File: src/rtl/fp_div_norm_round.sv
// fp_div_norm_round
// Takes the raw quotient produced by a floating-point mantissa divider. It
// normalises the quotient, rounds it to nearest-even, and packs an IEEE-style
// result. Overflow saturates to infinity. Underflow flushes to a signed zero.
//
// Ports
//   clk          sole clock, rising edge
//   rst_n        synchronous active-low reset
//   in_valid     raw quotient valid (upstream holds data until in_ready)
//   in_ready     block idle and out of reset, can accept
//   in_sign      result sign
//   in_exp       signed biased exponent (EB+2 bits), leading one at in_mant[W-1]
//   in_mant      raw quotient mantissa (W = 2*MB+3 bits)
//   in_sticky    divider remainder nonzero
//   in_nan/in_inf/in_zero  special-case flags, priority nan > inf > zero
//   out_valid    result valid, held with data until out_ready
//   out_ready    downstream accepts result
//   out_fp       {sign, exponent[EB-1:0], mantissa[MB-1:0]}
//   out_ovf/out_unf/out_inexact  status for out_fp
module fp_div_norm_round #(
    parameter int EB = 8,
    parameter int MB = 23,
    localparam int N = EB + MB + 1,
    localparam int W = 2 * MB + 3
) (
    input  logic              clk,
    input  logic              rst_n,
    input  logic              in_valid,
    output logic              in_ready,
    input  logic              in_sign,
    input  logic [EB+1:0]     in_exp,
    input  logic [W-1:0]      in_mant,
    input  logic              in_sticky,
    input  logic              in_nan,
    input  logic              in_inf,
    input  logic              in_zero,
    output logic              out_valid,
    input  logic              out_ready,
    output logic [N-1:0]      out_fp,
    output logic              out_ovf,
    output logic              out_unf,
    output logic              out_inexact
);

    typedef enum logic [1:0] {
        IDLE  = 2'd0,
        NORM  = 2'd1,
        ROUND = 2'd2,
        OUT   = 2'd3
    } state_t;

    // Largest biased exponent of a finite result, plus one (all-ones = inf).
    localparam logic signed [EB+2:0] EXP_MAX = (EB+3)'((2 ** EB) - 1);

    state_t                 state_r;
    logic                   sign_r;
    logic [EB+1:0]          exp_r;
    logic [W-1:0]           mant_r;
    logic                   sticky_r;

    logic                   is_special_s;
    logic [N-1:0]           special_fp_s;
    logic [MB-1:0]          frac_s;
    logic                   guard_s;
    logic                   sticky_s;
    logic                   round_up_s;
    logic [MB:0]            sum_s;
    logic signed [EB+2:0]   exp_post_s;
    logic                   ovf_s;
    logic                   unf_s;
    logic                   inexact_s;

    // Accept only from IDLE and never while reset is asserted.
    assign in_ready = (state_r == IDLE) && rst_n;

    // Special-case result selection for the captured-in-IDLE fast path.
    always_comb begin
        is_special_s = in_nan | in_inf | in_zero | (in_mant == {W{1'b0}});
        if (in_nan) begin
            special_fp_s = {1'b0, {EB{1'b1}}, 1'b1, {(MB-1){1'b0}}};
        end else if (in_inf) begin
            special_fp_s = {in_sign, {EB{1'b1}}, {MB{1'b0}}};
        end else begin
            special_fp_s = {in_sign, {EB{1'b0}}, {MB{1'b0}}};
        end
    end

    // Round-to-nearest-even on the normalised mantissa plus range checks.
    always_comb begin
        frac_s     = mant_r[W-2 -: MB];
        guard_s    = mant_r[W-2-MB];
        sticky_s   = (|mant_r[W-3-MB:0]) | sticky_r;
        round_up_s = guard_s & (sticky_s | frac_s[0]);
        sum_s      = {1'b0, frac_s} + {{MB{1'b0}}, round_up_s};
        // One extra bit so the carry increment cannot wrap the signed exponent.
        exp_post_s = $signed({exp_r[EB+1], exp_r}) + $signed({{(EB+2){1'b0}}, sum_s[MB]});
        ovf_s      = (exp_post_s >= EXP_MAX);
        unf_s      = exp_post_s[EB+2] | (exp_post_s == {(EB+3){1'b0}});
        inexact_s  = guard_s | sticky_s;
    end

    // Control FSM, datapath registers and registered result/status outputs.
    always_ff @(posedge clk) begin
        if (!rst_n) begin
            state_r     <= IDLE;
            sign_r      <= 1'b0;
            exp_r       <= {(EB+2){1'b0}};
            mant_r      <= {W{1'b0}};
            sticky_r    <= 1'b0;
            out_valid   <= 1'b0;
            out_fp      <= {N{1'b0}};
            out_ovf     <= 1'b0;
            out_unf     <= 1'b0;
            out_inexact <= 1'b0;
        end else begin
            case (state_r)
                IDLE: begin
                    if (in_valid) begin
                        sign_r   <= in_sign;
                        exp_r    <= in_exp;
                        mant_r   <= in_mant;
                        sticky_r <= in_sticky;
                        if (is_special_s) begin
                            out_fp      <= special_fp_s;
                            out_ovf     <= 1'b0;
                            out_unf     <= 1'b0;
                            out_inexact <= 1'b0;
                            out_valid   <= 1'b1;
                            state_r     <= OUT;
                        end else begin
                            state_r <= NORM;
                        end
                    end else begin
                        state_r <= IDLE;
                    end
                end
                NORM: begin
                    // One shift per cycle; the cycle that sees the MSB set moves on.
                    if (mant_r[W-1]) begin
                        state_r <= ROUND;
                    end else begin
                        mant_r <= {mant_r[W-2:0], 1'b0};
                        exp_r  <= exp_r - {{(EB+1){1'b0}}, 1'b1};
                    end
                end
                ROUND: begin
                    if (ovf_s) begin
                        out_fp      <= {sign_r, {EB{1'b1}}, {MB{1'b0}}};
                        out_ovf     <= 1'b1;
                        out_unf     <= 1'b0;
                        out_inexact <= 1'b1;
                    end else if (unf_s) begin
                        out_fp      <= {sign_r, {EB{1'b0}}, {MB{1'b0}}};
                        out_ovf     <= 1'b0;
                        out_unf     <= 1'b1;
                        out_inexact <= inexact_s;
                    end else begin
                        // On carry-out sum_s[MB-1:0] is already zero.
                        out_fp      <= {sign_r, exp_post_s[EB-1:0], sum_s[MB-1:0]};
                        out_ovf     <= 1'b0;
                        out_unf     <= 1'b0;
                        out_inexact <= inexact_s;
                    end
                    out_valid <= 1'b1;
                    state_r   <= OUT;
                end
                OUT: begin
                    if (out_ready) begin
                        out_valid <= 1'b0;
                        state_r   <= IDLE;
                    end else begin
                        state_r <= OUT;
                    end
                end
                default: begin
                    out_valid <= 1'b0;
                    state_r   <= IDLE;
                end
            endcase
        end
    end

endmodule

File: config.mk
export PLATFORM = sky130hd
export DESIGN_NAME = fp_div_norm_round
export DESIGN_NICKNAME = d
export VERILOG_FILES = /design/src/rtl/fp_div_norm_round.sv
export SDC_FILE = /design/constraint.sdc
export NUM_CORES = 1
export LEC_CHECK = 0
export CAP_MARGIN = 5
export CORE_UTILIZATION = 25
export CTS_BUF_LIST = sky130_fd_sc_hd__clkbuf_2 sky130_fd_sc_hd__clkbuf_4 sky130_fd_sc_hd__clkbuf_8
export DETAILED_ROUTE_END_ITERATION = 12
export PLACE_DENSITY = 0.5
export REMOVE_ABC_BUFFERS = 1
export SYNTH_ARGS = -nofsm -noshare
export SYNTH_HDL_FRONTEND = slang
export SYNTH_SLANG_ARGS = --single-unit
File: constraint.sdc
create_clock -name clk -period 3.3 [get_ports clk]
set_input_delay 0.495 -clock clk [delete_from_list [all_inputs] [get_ports clk]]
set_output_delay 0.495 -clock clk [all_outputs]
set_load 0.01 [all_outputs]
==> impl_metrics.toml <==
[synth]
synth_edf_count = 0
synth_top_area_frac = 0.396
avgSynthCellArea_um2 = 8.43
synth_cells = 594
yosys_register_bits = 99
ys.flop_type = "dfxtp_1"
synth.area.top_cells = "dfxtp_1 (40%), a22oi_1 (7.3%), nand2_1 (6.6%)"
yosysSeqAreaShare = 0.396
synth_top_area_cell = "dfxtp_1"
synth_cell_types = 59
synth_area_um2 = 5010
ys_warn_count = 0
synthArstFlopShare = 0

[global_route]
first_global_vias = 4603
overflow = 0
grtUsageTotal = 0.156
grt_pass1_wl_mm = 24.5
grt_max_degree = 66
antenna_found_initial = 0

[power]
leakagePower_uw = 0.00226
powerDensity_nw_per_um2 = 461
p_sw_uw = 1070
clkPwrFrac = 0.244
peakVddDrop_mv = 0.180
comb_power_share = 0.285
p_int_uw = 2000
swShare = 0.348
seqPwrFrac = 0.471

[outcome]
status = "completed"

[critical_path]
reg2reg_slack_ns = 0.17
crit_required_ns = 3.63
reg2regPathDepth = 11
endpoint = "out_fp[25]"
r2r_start = "mant_r[33]"
end_kind = "flip-flop"
critPathLaunchType = "flip-flop"
r2r_end = "out_fp[25]"
critPathKind = "reg -> reg"
path_max_fanout = 7
startpoint = "mant_r[33]"
cp.arrival_ns = 3.46

[timing]
fin_crit_sh = 0.948
clock_skew_ns = 0.0149
tns_ns = 0
slew_violations = 0
rsz0062_at_grt = "no"
finalSetupViolCount = 0
worst_slew_pin_slew_ns = 1.17
fin_crit_ns = 3.13
hold_viol_final = 0
slew_headroom = 0.215
fmax_ghz = 0.320

[min_path]
whs_path_depth = 2
worstHoldPathType = "reg -> reg"

[cells_and_area]
nFillCells = 2030
layout.nets = 765
area_delta_synth_final_pct = 33.1
n_antenna_cell = 0
drive_gt1_frac = 0.140
post-route-util = 0.341

[die]
initial_utilization = 0.257
core.rowCount = 51
coreArea_um2 = 19500
dieArea_um2 = 20600
pin_count = 105
die_x_um = 144
fp.dieH_um = 144

[cts]
clk_latency_ns = 0.39
hold_buffers = 0
cts_tree = "yes"
clock_path_buffers = 2
cts-root-buf = "clkbuf_8"
numCtsBuffers = 9
cts-htree-levels = 3
clock-sinks = 99
clkTransAtPathRegs_ns = 0.10

[place]
place.port_buffers = 104
gp_congestion = 0.814
dp_hpwl_mm = 11.5

[job]
maxCapViolCount = 0

[drt]
remaining_drc_errors = 0
num_vias = 4807
antenna_left = 0
vias_per_cell = 4.99
drt_iter0_markers = 318
first_pass_iters = 5
wl_per_cell_um = 16.2
wl_mm = 15.6
[worst min-delay path by stage]
stage	from	end	slack, ns
floorplan	mant_r[15]	mant_r[15]	0.45
global placement	out_fp[0]	out_fp[0]	0.44
detailed placement	out_fp[19]	out_fp[19]	0.45
CTS	out_fp[17]	out_fp[17]	0.47
global route	out_fp[17]	out_fp[17]	0.48
finish	out_fp[17]	out_fp[17]	0.46
[flip-flops by register name, indices dropped and copies added, names as in the netlist]
register     count
out_inexact      1
state_r          2
out_unf          1
mant_r          49
sign_r           1
sticky_r         1
out_fp          32
exp_r           10
out_ovf          1
out_valid        1
[synthesized netlist by cell type, drive strengths merged, types with 2 or more instances]
master,number
clkbuf,30
a221o,7
inv,7
or3,2
mux2i,4
and2,6
nor3,13
nand2,89
nor2b,6
a32o,2
a31oi,7
a22oi,49
o21ai,36
and3,9
a211oi,4
buf,19
nor2,28
o31ai,3
ha,4
a21oi,62
nand3,21
nand4,11
nor4,20
xor2,15
a21boi,2
and4,2
dfxtp,99
a221oi,2
o211ai,2
xnor2,15
nand2b,3
[through the flow]
step	worst slack (ns)	cell area, µm²	instances	hold WS [ns]	total power, µW
2_1_floorplan	-1.63	4740	545	0.449	1930
3_3_place_gp	0.177	6390	944	0.444	2320
3_5_place_dp	0.0529	6390	944	0.449	2340
4_1_cts	0.0152	6570	960	0.469	3110
5_1_grt	0.00115	6670	963	0.482	3260
6_report	0.172	6670	963	0.462	3070
[per-layer routing]
metal	GRT usage	routed length, µm	vias to the layer above
li1	-	-	2365
met1	0.194	7010	2302
met2	0.261	7500	125
met3	0.0370	907	15
met4	0.0577	208	0
met5	0	0	-
[cell families after synthesis]
| group | synth area share |
|---|---|
| AND/OR/NAND/NOR | 0.210 |
| AO/OA/AOI/OAI | 0.266 |
| flip-flops | 0.396 |
| buffers and inverters | 0.0582 |
| XOR/XNOR | 0.0525 |
| multiplexers | 0.00799 |
| adder cells (fa/ha/maj) | 0.00999 |
[layout make-up]
class                   instances  area (µm²)  area share
multi-input cells             439        2830       0.425
clock inverters                 6        41.3     0.00619
well taps                     265         332      0.0497
inverters                       7        26.3     0.00394
repair buffers                137        1310       0.197
flip-flops and latches         99        1980       0.297
clock buffers                  10         138      0.0206
[power groups by stage]
stage / clock (µW) / combinational, µW / sequential, µW
final: 750 / 875 / 1450
after global routing: 837 / 956 / 1470
after CTS: 792 / 867 / 1450
after detailed placement: 0 / 864 / 1470
after global placement: 0 / 853 / 1470
after floorplan: 0 / 472 / 1460
[critical path, stage by stage, from the launching register on]
cell and delay (ns):
dfxtp_2 0.37, nand4_1 0.18, nor4b_4 0.37, nor2b_4 0.20, and3_1 0.21, ha_2 0.24, nand3_2 0.14, or3_4 0.39
a2111oi_4 0.39, o211ai_2 0.18, a21oi_4 0.25, a221o_1 0.16
[layout by cell type (no fill, tap or decap), types with 11 or more instances in the layout]
master	n
nor2_1	26
dfxtp_1	98
xor2_1	15
nand2_1	88
a22oi_1	49
nand3_1	20
o21ai_2	21
a21oi_1	61
clkdlybuf4s50_1	104
buf_4	31
xnor2_1	15
nor3_1	11
o21ai_0	15
nor4_1	18
[timing repair]
| item | CTS | global route |
|---|---|---|
| resized for setup | 0 | 14 |
| setup buffers | 0 | 3 |
| endpoints found under the setup margin | 0 | 33 |
Power figures use the tool's default switching activity.
